File: src/rtl/trigger_chain_cfg_sequencer.sv
// Wishbone master replaying a host-loaded table of {adr, dat} writes onto the trigger chain
// config bus, with bounded retries, per-transaction timeout and host abort.
`timescale 1ns/1ps
module trigger_chain_cfg_sequencer #(
  parameter int unsigned DEPTH_BITS     = 6,
  parameter int unsigned ADDR_W         = 22,
  parameter int unsigned DATA_W         = 32,
  parameter int unsigned MAX_RETRY      = 3,
  parameter int unsigned TIMEOUT_CYCLES = 255
) (
  input  logic                     wb_clk_i,
  input  logic                     wb_rst_i,
  input  logic                     tbl_we_i,
  input  logic [DEPTH_BITS-1:0]    tbl_addr_i,
  input  logic [ADDR_W+DATA_W-1:0] tbl_dat_i,
  input  logic [DEPTH_BITS:0]      count_i,
  input  logic                     start_i,
  input  logic                     abort_i,
  output logic                     busy_o,
  output logic                     done_o,
  output logic                     error_o,
  output logic [2:0]               err_code_o,
  output logic [DEPTH_BITS-1:0]    err_idx_o,
  output logic                     wb_m_cyc_o,
  output logic                     wb_m_stb_o,
  output logic                     wb_m_we_o,
  output logic [ADDR_W-1:0]        wb_m_adr_o,
  output logic [DATA_W-1:0]        wb_m_dat_o,
  output logic [DATA_W/8-1:0]      wb_m_sel_o,
  input  logic                     wb_m_ack_i,
  input  logic                     wb_m_err_i,
  input  logic                     wb_m_rty_i
);

  localparam int unsigned ENTRIES = 2 ** DEPTH_BITS;
  localparam int unsigned SEL_W   = DATA_W / 8;
  localparam int unsigned RETRY_W = (MAX_RETRY < 1) ? 1 : $clog2(MAX_RETRY + 1);
  localparam logic [RETRY_W-1:0]  RETRY_LIM  = RETRY_W'(MAX_RETRY);
  localparam logic [7:0]          TIMER_LAST = 8'(TIMEOUT_CYCLES - 1);
  localparam logic [DEPTH_BITS:0] COUNT_MAX  = (DEPTH_BITS + 1)'(ENTRIES);

  localparam logic [2:0] CODE_NONE    = 3'd0;
  localparam logic [2:0] CODE_BUS_ERR = 3'd1;
  localparam logic [2:0] CODE_RETRY   = 3'd2;
  localparam logic [2:0] CODE_TIMEOUT = 3'd3;
  localparam logic [2:0] CODE_ABORT   = 3'd4;

  typedef enum logic [2:0] {
    S_IDLE,
    S_FETCH,
    S_REQ,
    S_BACKOFF,
    S_DONE
  } state_t;

  state_t state, next_state;

  logic [ADDR_W+DATA_W-1:0] mem [ENTRIES];
  logic [DEPTH_BITS-1:0]    idx, last_idx;
  logic [RETRY_W-1:0]       retry;
  logic [7:0]               timer;
  logic [DEPTH_BITS:0]      count_clamped;
  logic [2:0]               fail_code;
  logic start_go, active, take_abort, in_req;
  logic req_err, req_rty, req_ack, req_tmo, last_entry, retry_out;

  // Response decode; abort outranks every bus response, then err > rty > ack > timeout.
  assign start_go      = (state == S_IDLE) && start_i;
  assign active        = (state == S_FETCH) || (state == S_REQ) || (state == S_BACKOFF);
  assign take_abort    = active && abort_i;
  assign in_req        = (state == S_REQ) && !take_abort;
  assign req_err       = in_req && wb_m_err_i;
  assign req_rty       = in_req && !wb_m_err_i && wb_m_rty_i;
  assign req_ack       = in_req && !wb_m_err_i && !wb_m_rty_i && wb_m_ack_i;
  assign req_tmo       = in_req && !wb_m_err_i && !wb_m_rty_i && !wb_m_ack_i &&
                         (timer == TIMER_LAST);
  assign last_entry    = (idx == last_idx);
  assign retry_out     = (retry == RETRY_LIM);
  assign count_clamped = (count_i > COUNT_MAX) ? COUNT_MAX : count_i;

  always_ff @(posedge wb_clk_i) begin
    if (tbl_we_i) mem[tbl_addr_i] <= tbl_dat_i;
  end

  // Read port only loads in FETCH so adr/dat stay stable across REQ/BACKOFF.
  always_ff @(posedge wb_clk_i or posedge wb_rst_i) begin
    if (wb_rst_i) begin
      wb_m_adr_o <= '0;
      wb_m_dat_o <= '0;
    end else if (state == S_FETCH) begin
      {wb_m_adr_o, wb_m_dat_o} <= mem[idx];
    end
  end

  always_ff @(posedge wb_clk_i or posedge wb_rst_i) begin
    if (wb_rst_i) begin
      idx      <= '0;
      last_idx <= '0;
      retry    <= '0;
      timer    <= '0;
    end else begin
      if (start_go) begin
        idx      <= '0;
        last_idx <= DEPTH_BITS'(count_clamped - (DEPTH_BITS + 1)'(1));
        retry    <= '0;
      end
      if (req_ack) begin
        retry <= '0;
        if (!last_entry) idx <= idx + 1'b1;
      end
      if (req_rty && !retry_out) retry <= retry + 1'b1;
      timer <= (state == S_REQ) ? timer + 1'b1 : '0;
    end
  end

  always_comb begin
    next_state = state;
    case (state)
      S_IDLE: begin
        if (start_i) next_state = (count_i == '0) ? S_DONE : S_FETCH;
      end
      S_FETCH:   next_state = take_abort ? S_DONE : S_REQ;
      S_REQ: begin
        if (take_abort || req_err || req_tmo || (req_rty && retry_out) ||
            (req_ack && last_entry))
          next_state = S_DONE;
        else if (req_rty)
          next_state = S_BACKOFF;
        else if (req_ack)
          next_state = S_FETCH;
      end
      S_BACKOFF: next_state = take_abort ? S_DONE : S_REQ;
      S_DONE:    next_state = S_IDLE;
      default:   next_state = S_IDLE;
    endcase
  end

  always_comb begin
    fail_code = CODE_NONE;
    if (take_abort)                fail_code = CODE_ABORT;
    else if (req_err)              fail_code = CODE_BUS_ERR;
    else if (req_rty && retry_out) fail_code = CODE_RETRY;
    else if (req_tmo)              fail_code = CODE_TIMEOUT;
  end

  // Outputs are registered from next_state so they line up with the state they describe.
  always_ff @(posedge wb_clk_i or posedge wb_rst_i) begin
    if (wb_rst_i) begin
      state      <= S_IDLE;
      wb_m_cyc_o <= 1'b0;
      wb_m_stb_o <= 1'b0;
      wb_m_we_o  <= 1'b0;
      wb_m_sel_o <= '0;
      busy_o     <= 1'b0;
      done_o     <= 1'b0;
      error_o    <= 1'b0;
      err_code_o <= '0;
      err_idx_o  <= '0;
    end else begin
      state      <= next_state;
      wb_m_cyc_o <= (next_state == S_REQ);
      wb_m_stb_o <= (next_state == S_REQ);
      wb_m_we_o  <= (next_state == S_REQ);
      wb_m_sel_o <= {SEL_W{next_state == S_REQ}};
      busy_o     <= (next_state == S_FETCH) || (next_state == S_REQ) ||
                    (next_state == S_BACKOFF);
      done_o     <= (next_state == S_DONE);
      if (start_go) begin
        error_o    <= 1'b0;
        err_code_o <= CODE_NONE;
        err_idx_o  <= '0;
      end else if (fail_code != CODE_NONE) begin
        error_o    <= 1'b1;
        err_code_o <= fail_code;
        err_idx_o  <= idx;
      end
    end
  end

endmodule
File: config.mk
export PLATFORM = sky130hd
export DESIGN_NAME = trigger_chain_cfg_sequencer
export DESIGN_NICKNAME = d
export VERILOG_FILES = /design/src/rtl/trigger_chain_cfg_sequencer.sv
export SDC_FILE = /design/constraint.sdc
export NUM_CORES = 2
export LEC_CHECK = 0
export ABC_AREA = 1
export CORE_MARGIN = 2
export CORE_UTILIZATION = 50
export CTS_CLUSTER_DIAMETER = 100
export DETAILED_ROUTE_END_ITERATION = 6
export PLACE_DENSITY_LB_ADDON = 0.05
export SYNTH_ARGS = -nofsm -noshare
export SYNTH_HDL_FRONTEND = slang
export SYNTH_SLANG_ARGS = --single-unit
File: constraint.sdc
create_clock -name wb_clk_i -period 6.7 [get_ports wb_clk_i]
set_input_delay 0.67 -clock wb_clk_i [delete_from_list [all_inputs] [get_ports wb_clk_i]]
set_output_delay 0.67 -clock wb_clk_i [all_outputs]
set_load 0.1 [all_outputs]
## After elaboration in Yosys (flattened, before gate mapping)

Memory sizes are Yosys's and may differ from the RTL's. A register that Yosys moved wholly into a read port is not among the register bits.
Index checks and enable logic that the tools add are counted.

| cells by class | value |
|---|---|
| muxes and demuxes | 27 |
| reductions and logical operators | 32 |
| equal/unequal tests | 10 |
| $add $sub $neg | 4 |
| magnitude comparators | 1 |

Operator list:

| kind | number |
|---|---|
| 2-to-1 mux 6 bit | 6 |
| 2-to-1 mux 3 bit | 9 |
| logical AND 1 bit | 13 |
| == test 3 x 2 -> 1 bit (second input constant) | 4 |
| 2-to-1 mux 2 bit | 6 |
| case mux 3 bit (3 select lines) | 1 |
| adder 8 x 1 -> 8 bit (second input constant) | 1 |
| == test 8 bit (second input constant) | 1 |
| logical OR 1 bit | 8 |
| 2-to-1 mux 8 bit | 1 |
| greater-than comparator 7 bit (second input constant) | 1 |
| zero test 7 bit | 1 |
| adder 6 x 1 -> 6 bit (second input constant) | 1 |
| == test 3 x 1 -> 1 bit (second input constant) | 2 |
| == test 6 bit | 1 |
| nonzero test 3 bit | 2 |
| subtractor 6 x 1 -> 6 bit (second input constant) | 1 |
| zero test 1 bit | 5 |
| 2-to-1 mux 1 bit | 4 |
| == test 3 bit (second input constant) | 1 |
| zero test 3 bit | 1 |
| adder 2 x 1 -> 2 bit (second input constant) | 1 |
| == test 2 bit (second input constant) | 1 |
| nonzero test 2 bit | 1 |
| OR reduction 2 bit | 1 |

| word-level totals | value |
|---|---|
| flip-flop bits (word level) | 39 |
| memories kept | 1 |
| memory bits (writable) | 3456 |
| output and inout port bits | 73 |
| bits of input ports | 75 |
| word-level logic and storage cells | 87 |

Memory list:

| name | words | width | rd ports | clocked after Yosys merged registers in | wr ports | line | text |
|---|---|---|---|---|---|---|---|
| mem | 64 | 54 | 1 | 1 | 1 | 58 | `logic [ADDR_W+DATA_W-1:0] mem [ENTRIES];` |

## Longest topological paths before layout

| logic depth | value |
|---|---|
| word-level depth | 18 |
| depth in mapped cells | 16 |
| depth with buffers taken out | 12 |

## Worst setup path after synthesis

OpenSTA, ideal clock, no wires.

| path | value |
|---|---|
| path type | in2reg |
| start | in tbl_we_i |
| end | mem mem[48][0] in the netlist's numbering (enable) |
| cell stages on the path | 3 |
| setup time | 0.601 ns |
| path slack | -0.267 ns |
| required time | 6.099 ns |
| data arrival time | 6.366 ns |
| path buffers | 1 |
| cells stage by stage | clkbuf_1 -> nand4_1 -> nor4_1 |

| between the ends | value |
|---|---|
| cells in the longest elaborated chain, start to end | 2 |

Ends and longest elaborated chain:

| what | line | text |
|---|---|---|
| from (decl) | 13 | `input logic tbl_we_i,` |
| 2-to-1 mux 1 bit | 82 | `if (tbl_we_i) mem[tbl_addr_i] <= tbl_dat_i;` |
| 2-to-1 mux 1 bit (not written as such) | 82 |  |
| to (decl) | 58 |  |

Every way passes these cells.

## Worst setup path after layout

| path | value |
|---|---|
| start | in tbl_addr_i[1] |
| end | mem mem[57][23] in the netlist's numbering (enable) |

RTL lines:

| what | line | text |
|---|---|---|
| from (decl) | 14 | `input logic [DEPTH_BITS-1:0] tbl_addr_i,` |

No word-level cell before the write port.

==> summary.md <==
| Metric | Value |
|---|---|
| Crit-path slowest cell | nor2_4 |
| Vias in the first global route | roughly 95000 |
| CTS tree | yes |
| Placed cell area | 0.154 mm2 |
| Final Hold Vio Count | 0 |
| RD Place Congestion | 0.861 |
| First-pass GRT wire length | between 600000 and 700000 um |
| Area contributors post-synth | edfxtp_1 (70%), nand2_1 (12%), nand3_1 (4.7%), nor2_1 (3.3%), inv_1 (3.1%) |
| Yosys warning total | 0 |
| Port bufs | 147 |
| Final WL | 476000 um |
| Worst Max-Slew Pin Slew | 1350 ps |
| WP data required | 7280 ps |
| Die H | 548 um |
| Crit path DAT | 4570 ps |
| Hold WC Path Type | in -> reg |
| Share of layout cells above drive strength 1 | 6.42% |
| Number of flops mapped to enable cells by yosys | ~3500 |
| Post-CTS setup buffers | 0 |
| Top post-synthesis cells by count | nand2_1 (4747), edfxtp_1 (3456), nand3_1 (1393), nor2_1 (1320), inv_1 (1223) |
| Number of DRC markers in iteration 0 | between 10000 and 15000 |
| PD cells | 300 mW/mm2 |
| Via count | 100447 |
| Syn avg cell area | between 10 and 15 um2 |
| Maximum number of pins on one net before global-route repair | 190 |
| Final instance area | roughly 0.17 mm2 |
| Cells after Synth | 13796 |
| Final clock skew | 44.5 ps |
| Clock Sinks | between 3000 and 4000 |
| CP Launch Type | input pin |
| Lkg Pwr | around 65 nW |
| Setup Crit Path Kind | in -> reg |
| Maximum clock rate | 250 MHz |
| GR Util All Layers | 31.4% |
| Detail-routed net length per standard cell | 26.4 um |
| Max-slew violation count | 0 |
| Unrepaired setup endpoints after global routing | no |
| Top cell type's share of synthesized area | 70.1% |
| Count leader, synth | nand2_1 |
| Worst skew pair latency | 960 ps |
| Crit. End Element | register |
| Dpl cells | 17333 |
| Initial Util | about 50% |
| Worst path top cell family by delay | simple AND/OR/NAND/NOR gates |
| IO Count | 148 |
| Ys flop type | edfxtp_1 |
| DP HPWL | around 260000 um |
| Final #Nets | between 10000 and 15000 |
| Yosys reg bits | 3548 |
| Synth Net Count | 13876 |
| Period utilization | about three fifths |
| CP bufs+invs | 3 |
| CTS Buf Count | 371 |
| Worst stage delay on the critical path | 1300 ps |
| Max-cap violations | 0 |
| Post-CTS sizing | 0 |
| Num rows | 199 |
| Die width | 548 um |
| Minimum clock period after layout | 4000 ps |
| Post-synth top area cell | edfxtp_1 |
| Worst-path fanout max | 21 |
| Synth-to-layout area growth | 12.0% |
| Total gr overflow | 0 |
| CTS Root Cell | clkbuf_16 |
| Synth async-reset ratio | under 10% |
| Post-synth cell types | 34 |
| Fin util | 56.4% |
| Die ar. | 0.300 mm2 |
| Initial antenna violation count | 39 |
| Max H-tree Level | 5 |
| Status | complete, no violations |
| Clk buf depth | 4 |
| Post-route insts no fill | between 15000 and 20000 |
| Final setup viols | 0 |
| Flop-to-flop setup slack | 2710 ps |
| Drc violations | 0 |
| Seq/Total Area, Yosys | 71.6% |
| CP cell instances | clkdlybuf4s50_1 > inv_1 > nand4_1 > nor2_4 > buf_4 |
| Layout fillers | 24843 |
| Post-route ant nets | 0 |
| Total core area | roughly 0.29 mm2 |
| Max IR drop VDD | between 0.2 and 0.25 mV |
| First-pass DRT Iterations | 6 |
| Cell area after synthesis | 0.148 mm2 |
| Clock transition at the registers of the reported paths | 60 ps |
| Slew HR | 9.68% |
| Vias/cell | 5.57 |
-- worst paths after layout --
check / from / to / depth (start not counted)
min in group asynchronous: wb_rst_i / err_code_o[1] / 2
min reg2reg: err_code_o[2] / err_code_o[2] / 2
max: tbl_addr_i[1] / mem[57][23] / 5
max in group asynchronous: wb_rst_i / wb_m_adr_o[17] / 3
min: tbl_dat_i[27] / mem[35][27] / 1
max reg2reg: idx[1] / wb_m_dat_o[20] / 12
-- state kept, by name, summed over array words and instances, names as in the netlist, 2 cells and up --
signal,count
state,3
wb_m_adr_o,22
retry,2
err_idx_o,6
mem,3456
idx,6
wb_m_dat_o,32
err_code_o,3
timer,8
last_idx,6
-- metrics by stage --
step	setup WS, ps	hold slack [ps]	setup TNS, ps	total power (W)
after floorplan	-267	457	-115290	0.0279
after global placement	1890	457	0	0.0296
after detailed placement	1850	461	0	0.0296
after CTS	2860	56.3	0	0.0499
after global routing	2700	82.5	0	0.0510
final	2700	106	0	0.0497
-- where the power goes --
group | total [W] | internal (W) | leakage [nW] | switching [W]
Sequential | 0.0250 | 0.0247 | 32.3 | 0.000293
Combinational | 0.00415 | 0.000820 | 26.7 | 0.00333
Clock | 0.0206 | 0.0119 | 5.87 | 0.00866
Total | 0.0497 | 0.0374 | 64.8 | 0.0123
-- metal layers --
metal | vias to the layer above | routed length [um] | global-route usage [%]
met1 | 49576 | 193000 | 43.2
met3 | 799 | 39600 | 4.86
met2 | 4441 | 223000 | 50.5
met5 | - | 202 | 0
li1 | 45627 | - | -
met4 | 4 | 20500 | 12.3
-- logic make-up after synthesis --
logic type                 Yosys count  synth area share, %
AOI/OAI and AO/OA                  737                 2.57
xor gates and xnor gates            10               0.0592
adders and majority gates            5               0.0423
buffers and inverters             1980                 5.36
DFF                               3548                 71.6
muxes                                2               0.0144
and+or+nand+nor                   7514                 20.3
-- layout by cell type, fill, tap and decap left out, types with 3 or more instances in the layout --
cell,Yosys,layout
or2_2,20,20
xor2_1,9,9
inv_1,1223,1217
clkdlybuf4s50_1,0,91
ha_1,5,5
clkinvlp_4,0,6
o21ai_0,455,455
clkbuf_16,0,383
nand2_1,4747,4745
inv_4,1,3
dfrtp_4,0,5
nor2_4,0,57
clkinv_2,0,60
o211ai_1,40,40
buf_12,0,55
a31oi_1,3,3
bufinv_16,0,31
edfxtp_1,3456,3456
diode_2,0,12
clkbuf_1,318,99
clkinv_1,0,66
inv_16,0,4
nand4_1,12,12
nor4_2,0,8
nor2_1,1320,1263
buf_4,12,202
nand3_1,1393,1393
clkbuf_8,0,20
nor3_1,9,9
dfrtp_1,92,87
buf_2,336,23
a21oi_1,223,223
inv_6,0,12
o21ai_1,13,13
inv_8,0,4
-- area by class of cell --
type / count / area (um2) / share of cell area [%]
repair buffers: 372 / 3650 / 2.20
clock inverters: 181 / 1770 / 1.07
inverters: 1227 / 4670 / 2.81
flip-flops and latches: 3548 / 106000 / 64.0
well taps: 3919 / 4900 / 2.96
multi-input cells: 8268 / 34500 / 20.8
clock buffers: 502 / 10200 / 6.17
diodes: 12 / 30.0 / 0.0181
-- timing repair --
| action | in CTS | in global routing |
|---|---|---|
| hold endpoints to repair | 4 | 0 |
| hold buffers | 1 | 0 |
| setup endpoints to repair | 0 | 0 |
(Power assumes the default switching activity.)
